## src/rtl/unidade_controle_rodadas.sv

```systemverilog
// unidade_controle_rodadas: multi-round memory game control unit (optional play timeout via UC_TIMEOUT_EN)
module unidade_controle_rodadas #(
  parameter int ADDR_W         = 4,
  parameter int NUM_ROUNDS     = 16,
  parameter int TIMEOUT_CYCLES = 5000
) (
  input  logic              clock,
  input  logic              reset,
  input  logic              iniciar,
  input  logic              jogada,
  input  logic              igual,
  input  logic [ADDR_W-1:0] endereco,
  output logic              zeraC,
  output logic              contaC,
  output logic              zeraR,
  output logic              registraR,
  output logic              acertou,
  output logic              errou,
  output logic              timeout,
  output logic              pronto,
  output logic [ADDR_W-1:0] db_rodada,
  output logic [3:0]        db_estado
);
  typedef enum logic [3:0] {
    INICIAL        = 4'b0000,
    PREPARACAO     = 4'b0001,
    INICIA_RODADA  = 4'b0010,
    ESPERA         = 4'b0011,
    REGISTRA       = 4'b0100,
    COMPARACAO     = 4'b0101,
    PROXIMO        = 4'b0110,
    PROXIMA_RODADA = 4'b0111,
    FINAL_ACERTO   = 4'b1010,
    FINAL_TIMEOUT  = 4'b1101,
    FINAL_ERRO     = 4'b1110
  } estado_t;
  localparam logic [ADDR_W-1:0] ULTIMA = ADDR_W'(NUM_ROUNDS - 1);
  if (TIMEOUT_CYCLES < 2 || NUM_ROUNDS < 1 || NUM_ROUNDS > 2**ADDR_W) begin : g_param_invalido
    $error("unidade_controle_rodadas: parametros fora da faixa");
  end
  estado_t estado, proximo_estado;
  logic [ADDR_W-1:0] rodada;
  logic fim_tempo;
`ifdef UC_TIMEOUT_EN
  localparam int TW = $clog2(TIMEOUT_CYCLES);
  logic [TW-1:0] timer;
  always_ff @(posedge clock or negedge reset)
    if (!reset) timer <= '0;
    else timer <= (estado == ESPERA) ? timer + 1'b1 : '0;
  // espera always exits once the timer reaches its last value, so it never wraps
  assign fim_tempo = timer == TW'(TIMEOUT_CYCLES - 1);
`else
  assign fim_tempo = 1'b0;
`endif
  always_ff @(posedge clock or negedge reset)
    if (!reset) estado <= INICIAL;
    else estado <= proximo_estado;
  // cleared on entry to preparacao so the new game already shows round 0 there
  always_ff @(posedge clock or negedge reset)
    if (!reset) rodada <= '0;
    else if (proximo_estado == PREPARACAO) rodada <= '0;
    else if (estado == PROXIMA_RODADA) rodada <= rodada + 1'b1;
  always_comb begin
    proximo_estado = INICIAL;
    case (estado)
      INICIAL:        proximo_estado = iniciar ? PREPARACAO : INICIAL;
      PREPARACAO:     proximo_estado = INICIA_RODADA;
      INICIA_RODADA:  proximo_estado = ESPERA;
      ESPERA:         proximo_estado = jogada ? REGISTRA : fim_tempo ? FINAL_TIMEOUT : ESPERA;
      REGISTRA:       proximo_estado = COMPARACAO;
      COMPARACAO:     proximo_estado = !igual ? FINAL_ERRO :
                                       endereco != rodada ? PROXIMO :
                                       rodada == ULTIMA ? FINAL_ACERTO : PROXIMA_RODADA;
      PROXIMO:        proximo_estado = ESPERA;
      PROXIMA_RODADA: proximo_estado = INICIA_RODADA;
      FINAL_ACERTO:   proximo_estado = iniciar ? PREPARACAO : FINAL_ACERTO;
      FINAL_ERRO:     proximo_estado = iniciar ? PREPARACAO : FINAL_ERRO;
`ifdef UC_TIMEOUT_EN
      FINAL_TIMEOUT:  proximo_estado = iniciar ? PREPARACAO : FINAL_TIMEOUT;
`endif
      default:        proximo_estado = INICIAL;
    endcase
  end
  assign zeraC     = estado == PREPARACAO || estado == INICIA_RODADA;
  assign zeraR     = estado == PREPARACAO;
  assign registraR = estado == REGISTRA;
  assign contaC    = estado == PROXIMO;
  assign acertou   = estado == FINAL_ACERTO;
  assign errou     = estado == FINAL_ERRO;
`ifdef UC_TIMEOUT_EN
  assign timeout   = estado == FINAL_TIMEOUT;
`else
  assign timeout   = 1'b0;
`endif
  assign pronto    = acertou || errou || timeout;
  assign db_rodada = rodada;
  assign db_estado = estado;
endmodule

```

## config.mk

```make
export PLATFORM = sky130hd
export DESIGN_NAME = unidade_controle_rodadas
export DESIGN_NICKNAME = d
export VERILOG_FILES = /design/src/rtl/unidade_controle_rodadas.sv
export SDC_FILE = /design/constraint.sdc
export NUM_CORES = 1
export LEC_CHECK = 0
export BUFFER_PORTS_ARGS = -buffer_cell sky130_fd_sc_hd__buf_2
export CORE_MARGIN = 1
export CORE_UTILIZATION = 29
export DETAILED_ROUTE_END_ITERATION = 12
export MAX_ROUTING_LAYER = met4
export SKIP_LAST_GASP = 1
export SYNTH_ARGS = -nofsm -noshare
export SYNTH_HDL_FRONTEND = slang
export SYNTH_SLANG_ARGS = --single-unit
```

## constraint.sdc

```tcl
create_clock -name clock -period 2.7 [get_ports clock]
set_input_delay 0.54 -clock clock [delete_from_list [all_inputs] [get_ports clock]]
set_output_delay 0.54 -clock clock [all_outputs]
set_load 0.05 [all_outputs]
```

==> metrics, run 1 <==
status=finished, final reports clean; Crit-path slowest cell=dfrtp_1; CP Launch Point=db_estado[1]$_DFF_PN0_; root buf cell=clkbuf_4; Seq/Total Area, Yosys=33.1%; worst r2r src=db_rodada[1]$_DFFE_PN0P_; Tot GR Track Use=13.0%; Via Count=554; Yosys Warn Count=0; worst r2r dst=db_estado[2]$_DFF_PN0_; TritonRoute pass-1 iters=4; Final Cell Area=738 um^2; worst-path cell chain=nand2b_1 > nor3_1 > buf_2; area delta synth->final=22.2%; crit path capture type=primary output; register share of total power=28.9%; Final #Nets=100; syn nets=78; EDFF count, synth=0; Post-CTS Resized=0; Detailed Place HPWL=972 um; IR drop worst, VDD=0.000607 V; multiplexer share of the synthesized area=3.31%; R2R Setup Slk=1290 ps; Post-Synth Adder-Cell Area=2.07%; vias in the first global route=430; power per cell area=1320 mW/mm^2; CTS Buffer Depth=2; Clock Power Share=9.0%; Avg WL per Cell=11.2 um; initial core utilization=30.8%; Setup-failing EPs final=0; Area contributors post-synth=dfrtp_1 (33%), xor2_1 (8.7%), nor2_1 (6.8%); Yosys reg bits=8; PortBufs=23; main combinational cell family by area after synthesis=simple AND/OR/NAND/NOR gates; Synth Area in XOR/XNOR=10.1%; Post-Syn Area=604 um^2; Die Y=47.7 um; CTS tree=yes; first-pass GRT wire length=1960 um; combinational fraction of design power=62.1%; antenna violations before repair=0; Fin. Hold Viols=0; syn avg cell area=8.89 um^2; Synth cell types=32; HP Class=in2async; CTS HTree Levels=1; Antenna Cells=0; reg2reg path depth=4; Setup Fix Bufs, Post-CTS=0; NetSw=0.575 mW; Die W=47.7 um; TritonCTS buffer count=3; initial DRC count=3; CP peak stage delay=510 ps; Worst Path Arrival=1510 ps; type of the worst setup path=reg2out; I/O Pins=25; WP data required=2160 ps; clk sinks=8; DRC violations left=0; antenna viol nets, final=0; crit path max fanout=13; Worst-Skew Late Latency=250 ps; Rows=16; asr flop ratio synth=100%; Post-Synth Simple-Gate Area=29.2%; most frequent cell after synthesis=nor2_1; TNS Setup=0 ps; clock period minus final worst setup slack=2050 ps; maximum number of pins on one net before global-route repair=14; Post-Route WL=1290 um; area share of the largest cell type after synthesis=33.1%; Final Max Slew Viols=0; Pint=0.399 mW; LEAKAGE=0.374 nW; Fin Hold WS=125 ps; synth cell count leaders=nor2_1 (11), dfrtp_1 (8), xor2_1 (6); CP Launch Type=flip-flop; die area=0.00227 mm^2; period utilization=75.9%; area leader, netlist=dfrtp_1; Worst Skew=2.44 ps; hold_buf cts=0; core area=0.00196 mm^2; Primary FF master, synth=dfrtp_1; Max Cap Viol=0; Syn Inst Count=68; Reg clk slew, reported paths=50 ps; via/cell ratio=4.82; Cell Area, Placed=716 um^2; Routability Congestion=0.767; switch share=59.1%; compound-gate portion of the synthesized area=14.1%; RSZ-0062 raised after global routing=no; FMAX=488 MHz; total grt overflow=0; share of cells above drive strength 1=33.0%
[critical path, delay by kind of cell (launching register included)]
kind                   cells  cell delay (ps)
flip-flops                 1              510
AND/OR/NAND/NOR            2              470
buffers and inverters      1              290
[worst max-delay path by stage]
stage / to / slack [ps]
after floorplan: zeraR / 70
after CTS: zeraR / 640
after global routing: zeraC / 550
after detailed placement: zeraR / 910
final: zeraR / 650
after global placement: registraR / 950
[sequential cells by signal, indices dropped and copies added, names as in the netlist]
register and cells:
db_rodada 4, db_estado 4
[through the flow]
step	power (mW)	setup WS, ps	cells	util (%)
6_report	0.974	651	115	37.6
5_1_grt	1.05	549	115	37.6
4_1_cts	0.984	639	115	37.6
3_5_place_dp	0.892	912	112	36.5
3_3_place_gp	0.885	952	112	36.5
2_1_floorplan	0.781	73.6	68	-
[cells in the final DEF (no fill, tap or decap), drive strengths merged, types with 2 or more instances in the layout]
| cell | count |
|---|---|
| buf | 23 |
| inv | 2 |
| xor2 | 6 |
| nor2 | 11 |
| nand2 | 3 |
| nor3 | 4 |
| mux2i | 2 |
| dfrtp | 8 |
| clkbuf | 3 |
| nand2b | 4 |
[routing by layer]
metal	global-route usage, %	vias up	routed length, um
met5	-	-	0
met4	6.67	0	0
met3	2.26	0	74
met2	18.4	22	571
met1	17.8	257	641
li1	-	275	-
[power by group through the flow]
stage / Combinational, mW / Clock, mW / Sequential [mW]
3_3_place_gp: 0.607 / 0 / 0.277
6_report: 0.605 / 0.0878 / 0.281
5_1_grt: 0.658 / 0.0991 / 0.293
3_5_place_dp: 0.610 / 0 / 0.281
2_1_floorplan: 0.387 / 0 / 0.395
4_1_cts: 0.610 / 0.0931 / 0.281
[layout make-up]
class	count	area, um^2
Multi-Input combinational cell	52	359
Inverter	2	7.51
Clock buffer	3	22.5
Fill cell	225	1220
Sequential cell	8	200
Timing Repair Buffer	23	115
Tap cell	27	33.8
[cells by family (layout without fill, tap and decap cells)]
family,after synthesis,count (layout)
buffers and inverters,8,28
DFF,8,8
and+or+nand+nor,30,30
other,1,1
adders and majority gates,1,1
xor gates and xnor gates,7,7
AOI/OAI and AO/OA,11,11
muxes,2,2
No activity file was read; power rests on OpenSTA's default activity.
==> run 2: changes to the inputs <==
ABC_AREA = 1   (was not set)
clock period = 1.7 ns   (was 2.7 ns; I/O delays follow)
==> run 2 against run 1 <==
Against the previous run: register-to-register slack got worse by 950 ps; critical path depth rose by 1; clock power increased by 72%; count of clock-buffer cells in the layout grew 1; first-iteration DRC count rose to 6.0 times the previous value; die area grew 1.8%.
==> metrics, run 2 <==
Routability Congestion=0.787 (+2.6%); area share of the largest cell type after synthesis=32.5% (-0.61 points); # fillers=197 (-12%); Max Cap Viol=0 (unchanged); RSZ-0062 raised after global routing=yes; Final #Nets=138 (+38%); Avg WL per Cell=10.1 um (-9.9%); EDFF count, synth=0 (unchanged); antenna violations before repair=0 (unchanged); worst-path cell chain=inv_2 > nand2_4 > nor3_4 > buf_6; type of the worst setup path=reg2out; TritonRoute pass-1 iters=4 (unchanged); LEAKAGE=0.498 nW (+33%); PortBufs=23 (unchanged); most frequent cell after synthesis=nand2_1; status=finished, final reports clean; first-pass GRT wire length=2130 um (+8.8%); Detailed Place HPWL=1160 um (+19%); Die Y=48.1 um (+0.89%); Reg clk slew, reported paths=60 ps (about the same); root buf cell=clkbuf_4; CP Launch Point=db_estado[3]$_DFF_PN0_; IR drop worst, VDD=0.000638 V (+5.1%); HP Class=in2reg; Primary FF master, synth=dfrtp_1; Post-Syn Area=616 um^2 (+1.9%); min-delay src=igual; syn nets=105 (+35%); die area=0.00231 mm^2 (+1.8%); most frequent cells in the layout=nand2_1 (26), inv_1 (18), buf_2 (16); Synth cell types=19 (-41%); Worst Path Arrival=1320 ps (-190 ps); vias in the first global route=528 (+23%); CP Launch Type=flip-flop; Tot GR Track Use=13.7% (+0.70 points); area delta synth->final=47.8%; CTS HTree Levels=1 (unchanged); Yosys Warn Count=0 (unchanged); R2R Setup Slk=340 ps (-950 ps); crit path max fanout=5 (-8); I/O Pins=25 (unchanged); DP Worst Slack=197 ps (-716 ps); Buf/Inv on CP=2 (+1); maximum number of pins on one net before global-route repair=9 (-5); Fin. Hold Viols=0 (unchanged); FMAX=603 MHz; Die W=48.1 um (+0.89%); Core Util, Final=45.9% (+8.3 points); worst r2r src=db_estado[0]$_DFF_PN0_; Cell Area, Placed=791 um^2 (+10%); reg2reg path depth=5 (+1); Seq/Total Area, Yosys=32.5% (-0.61 points); WP data required=1360 ps (-800 ps); TritonCTS buffer count=3 (unchanged); initial core utilization=31.1% (+0.26 points); share of cells above drive strength 1=39.4% (+6.4 points); Via Count=665 (+20%); Post-Route WL=1550 um (+21%); Crit-path slowest cell=dfrtp_2; Yosys reg bits=8 (unchanged); synth cell count leaders=nand2_1 (26), inv_1 (19), nor2_1 (13); CP peak stage delay=430 ps (-80 ps); Setup-failing EPs final=0 (unchanged); period utilization=97.5%; total grt overflow=0 (unchanged); antenna viol nets, final=0 (unchanged); CTS Buffer Depth=2 (unchanged); Antenna Cells=0 (unchanged); crit path capture=registraR; clock period minus final worst setup slack=1660 ps; Worst-Skew Late Latency=250 ps (about the same); Area contributors post-synth=dfrtp_1 (33%), nand2_1 (16%), inv_1 (12%); DRC violations left=0 (unchanged); family with the most delay on the worst path=flip-flops; Final Cell Area=910 um^2 (+23%); Pwr Total=1.57 mW (+61%); clk sinks=8 (unchanged); CTS tree=yes; core area=0.00198 mm^2 (+1.0%); syn avg cell area=6.48 um^2 (-27%); CP Depth=4 (+1); Worst Skew=8.12 ps (+5.68 ps); power per cell area=1720 mW/mm^2 (+31%); initial DRC count=18 (+15); commonest non-fill, non-tap cell in the layout=nand2_1; asr flop ratio synth=100% (unchanged); Rows=16 (unchanged); Final Max Slew Viols=0 (unchanged); crit path capture type=primary output; area leader, netlist=dfrtp_1; worst r2r dst=db_rodada[1]$_DFFE_PN0P_; via/cell ratio=4.32 (-10%); Syn Inst Count=95 (+40%); setup slack after layout=41.8 ps (-609 ps)
-- run 2: power by group --
group | switching (mW) | internal (mW) | total, mW
registers | 0.101 | 0.256 | 0.356
logic | 0.717 | 0.343 | 1.06
clock network | 0.0610 | 0.0895 | 0.151
-- run 2: logic make-up (layout without fill, tap and decap cells) --
family	after synthesis	after routing	synth area share, %
xor gates and xnor gates	3	3	4.27
other	1	1	0.609
adders and majority gates	1	1	2.03
AOI/OAI and AO/OA	3	3	4.27
and+or+nand+nor	59	59	43.5
buffers and inverters	20	52	12.8
DFF	8	8	32.5
-- run 2: what timing repair did --
item | CTS | global route
hold buffers | 1 | 0
setup endpoints to repair | 4 | 7
gates resized for setup | 6 | 11
setup buffers | 0 | 5
gates cloned | 0 | 0
endpoints found under the hold margin | 8 | 0
pin swaps | 0 | 1
-- run 2: worst min-delay path, stage by stage --
cell     delay (ps)
buf_2           120
nand4_1         100
nand2_1          50
-- run 2: layout make-up --
class                           count  area (um^2)  share of cell area (%)
Tap cell                           27         33.8                    3.71
Sequential cell                     8          205                    22.6
Multi-Input combinational cell     67          382                    42.0
Clock buffer                        4         26.3                    2.89
Timing Repair Buffer               29          191                    21.0
Inverter                           19         71.3                    7.84
-- run 2: worst min path at each step --
stage / cells after the start / slack [ps] / to
2_1_floorplan: 0 / 40 / db_estado[0]$_DFF_PN0_
3_3_place_gp: 1 / 190 / db_rodada[1]$_DFFE_PN0P_
3_5_place_dp: 1 / 190 / db_rodada[2]$_DFFE_PN0P_
4_1_cts: 3 / 370 / db_estado[0]$_DFF_PN0_
5_1_grt: 4 / 410 / db_estado[3]$_DFF_PN0_
6_report: 3 / 400 / db_estado[0]$_DFF_PN0_
-- run 2: stage by stage --
stage	TNS (ps)	hold slack [ps]	instances
after detailed placement	0	188	144
final	0	404	154
after global placement	0	187	144
after CTS	-0.875	371	149
after floorplan	-171	44.4	95
after global routing	-38.9	413	154
-- run 2: layer usage --
metal | wire length (um) | vias up | part of all wire [%] | GRT usage, %
met5 | 0 | - | 0 | -
met4 | 0 | 0 | 0 | 3.33
met3 | 52 | 0 | 3.3 | 2.26
met2 | 831 | 13 | 54 | 21.6
met1 | 669 | 303 | 43 | 18.2
li1 | - | 349 | - | -
==> run 3: changes to the inputs <==
SLEW_MARGIN = 5   (was not set)
clock period = 1.8 ns   (was 1.7 ns; I/O delays follow)
==> run 3 against run 2 <==
Against the previous run: count of clock-buffer cells in the layout stayed put; clock power is 3% lower; largest power group unchanged; core utilization is 3.4 points lower; critical path depth stayed put; total power is 15% lower; combinational power is 18% lower; flip-flop and latch count stayed put; die area stayed put; clock skew is 1.3 ps higher; global-route usage is 0.49 points lower; non-clock buffer count is 5 lower.
==> metrics, run 3 (synthesized netlist as in run 2, its figures left out) <==
Worst Skew=9.47 ps (+1.34 ps); Avg WL per Cell=9.42 um (-6.6%); vias in the first global route=487 (-7.8%); Die W=48.1 um (unchanged); worst-path cell chain=nor2_2 > nand2_2 > nor2_2 > clkbuf_4; CTS HTree Levels=1 (unchanged); Buf/Inv on CP=1 (-1); setup slack after layout=110 ps (+68.4 ps); Final #Nets=133 (-3.6%); antenna viol nets, final=0 (unchanged); period utilization=93.9%; DRC violations left=0 (unchanged); Storage cell area=203 um^2 (-1.2%); DP Worst Slack=289 ps (+92.4 ps); TritonRoute pass-1 iters=4 (unchanged); RSZ-0062 raised after global routing=no; Crit-path slowest cell=dfrtp_2; Worst Path Arrival=1330 ps (about the same); met2 routed WL=715 um (-14%); PortBufs=23 (unchanged); Post-Route WL=1400 um (-9.6%); power per cell area=1590 mW/mm^2 (-7.7%); core area=0.00198 mm^2 (unchanged); I/O Pins=25 (unchanged); share of cells above drive strength 1=33.6% (-5.8 points); Setup-failing EPs final=0 (unchanged); Rows=16 (unchanged); CTS Buffer Depth=2 (unchanged); commonest non-fill, non-tap cell in the layout=nand2_1; Worst-Skew Late Latency=250 ps (about the same); Final Cell Area=842 um^2 (-7.4%); WP data required=1440 ps (+80 ps); Pwr Total=1.34 mW (-15%); CTS tree=yes; via/cell ratio=4.24 (-1.8%); Cell Area, Placed=787 um^2 (-0.47%); Tot GR Track Use=13.2% (-0.49 points); FMAX=592 MHz; die area=0.00231 mm^2 (unchanged); initial DRC count=5 (-13); Max Cap Viol=0 (unchanged); crit path max fanout=7 (+2); clock period minus final worst setup slack=1690 ps; total grt overflow=0 (unchanged); crit path capture type=primary output; HP Class=in2reg; initial core utilization=31.1% (unchanged); met1 wire length=666 um (-0.45%); TritonCTS buffer count=3 (unchanged); LEAKAGE=0.471 nW (-5.4%); CP Launch Type=flip-flop; root buf cell=clkbuf_4; Top Layer Used=met3; Detailed Place HPWL=1180 um (+1.6%); Routed met3 length=21 um (-60%); most frequent cells in the layout=nand2_1 (26), inv_1 (19), buf_2 (17); maximum number of pins on one net before global-route repair=9 (unchanged); CP peak stage delay=460 ps (+30 ps); status=finished, final reports clean; IR drop worst, VDD=0.000656 V (+2.8%); Fin. Hold Viols=0 (unchanged); family with the most delay on the worst path=flip-flops; area delta synth->final=36.8%; Via Count=632 (-5.0%); Final Max Slew Viols=0 (unchanged); type of the worst setup path=reg2out; # fillers=216 (+9.6%); antenna violations before repair=0 (unchanged); first-pass GRT wire length=1970 um (-7.5%); area of the multi-input gates=368 um^2 (-3.6%); Die Y=48.1 um (unchanged); clk sinks=8 (unchanged); Routability Congestion=0.795 (+1.0%); Reg clk slew, reported paths=60 ps (about the same); Antenna Cells=0 (unchanged); Top cell by count, worst path=nor2_2
-- run 3: cell count changes in the layout (fill, tap and decap cells not counted), sizes merged --
cell,delta
buf,-6
clkbuf,+1
-- run 3: report_power, final --
part,internal [mW],switching (mW),total (mW)
Clock,0.0848,0.0613,0.146
Sequential,0.240,0.0869,0.326
Combinational,0.240,0.626,0.866
Total,0.564,0.774,1.34
-- run 3: cell type report --
type	count	area share [%]
flip-flops and latches	8	24.1
inverters	19	8.47
repair buffers	24	16.6
well taps	27	4.01
multi-input cells	67	43.7
clock buffers	4	3.12
-- run 3: worst reg2reg max path: stages (launching register included) --
cell	delay (ps)
dfrtp_2	460
nor2_1	230
nand2_1	140
a21oi_4	220
nand2b_1	130
inv_1	40
-- run 3: worst paths after layout --
path / slack (ps) / from / cells after the start / endpoint
min in group asynchronous: 470 / reset / 2 / db_estado[2]$_DFF_PN0_
setup / recovery: 110 / db_estado[0]$_DFF_PN0_ / 4 / errou
hold reg to reg: 610 / db_rodada[3]$_DFFE_PN0P_ / 2 / db_rodada[3]$_DFFE_PN0P_
hold / removal: 390 / igual / 3 / db_estado[0]$_DFF_PN0_
setup reg to reg: 460 / db_estado[0]$_DFF_PN0_ / 5 / db_rodada[1]$_DFFE_PN0P_
max in group asynchronous: 1150 / reset / 2 / db_estado[1]$_DFF_PN0_
-- run 3: what timing repair did --
| item | CTS | global route |
|---|---|---|
| setup buffers | 0 | 0 |
| cloned | 0 | 0 |
| gates resized for setup | 1 | 10 |
| endpoints found under the setup margin | 1 | 6 |
| endpoints found under the hold margin | 8 | 0 |
| hold buffers | 1 | 0 |
-- run 3: routing by layer --
| layer | GRT usage [%] | vias to the layer above |
|---|---|---|
| met1 | 16.8 | 288 |
| met4 | 6.67 | 0 |
| li1 | - | 339 |
| met3 | 2.26 | 0 |
| met5 | - | - |
| met2 | 20.0 | 5 |
-- run 3: metrics by stage --
| step | utilization, % | hold WS (ps) | instances | TNS, ps |
|---|---|---|---|---|
| after detailed placement | 39.7 | 208 | 144 | 0 |
| final | 42.5 | 386 | 149 | 0 |
| after global routing | 42.5 | 397 | 149 | 0 |
| after global placement | 39.7 | 207 | 144 | 0 |
| after CTS | 41.7 | 373 | 149 | 0 |
| after floorplan | - | 64.4 | 95 | -558 |
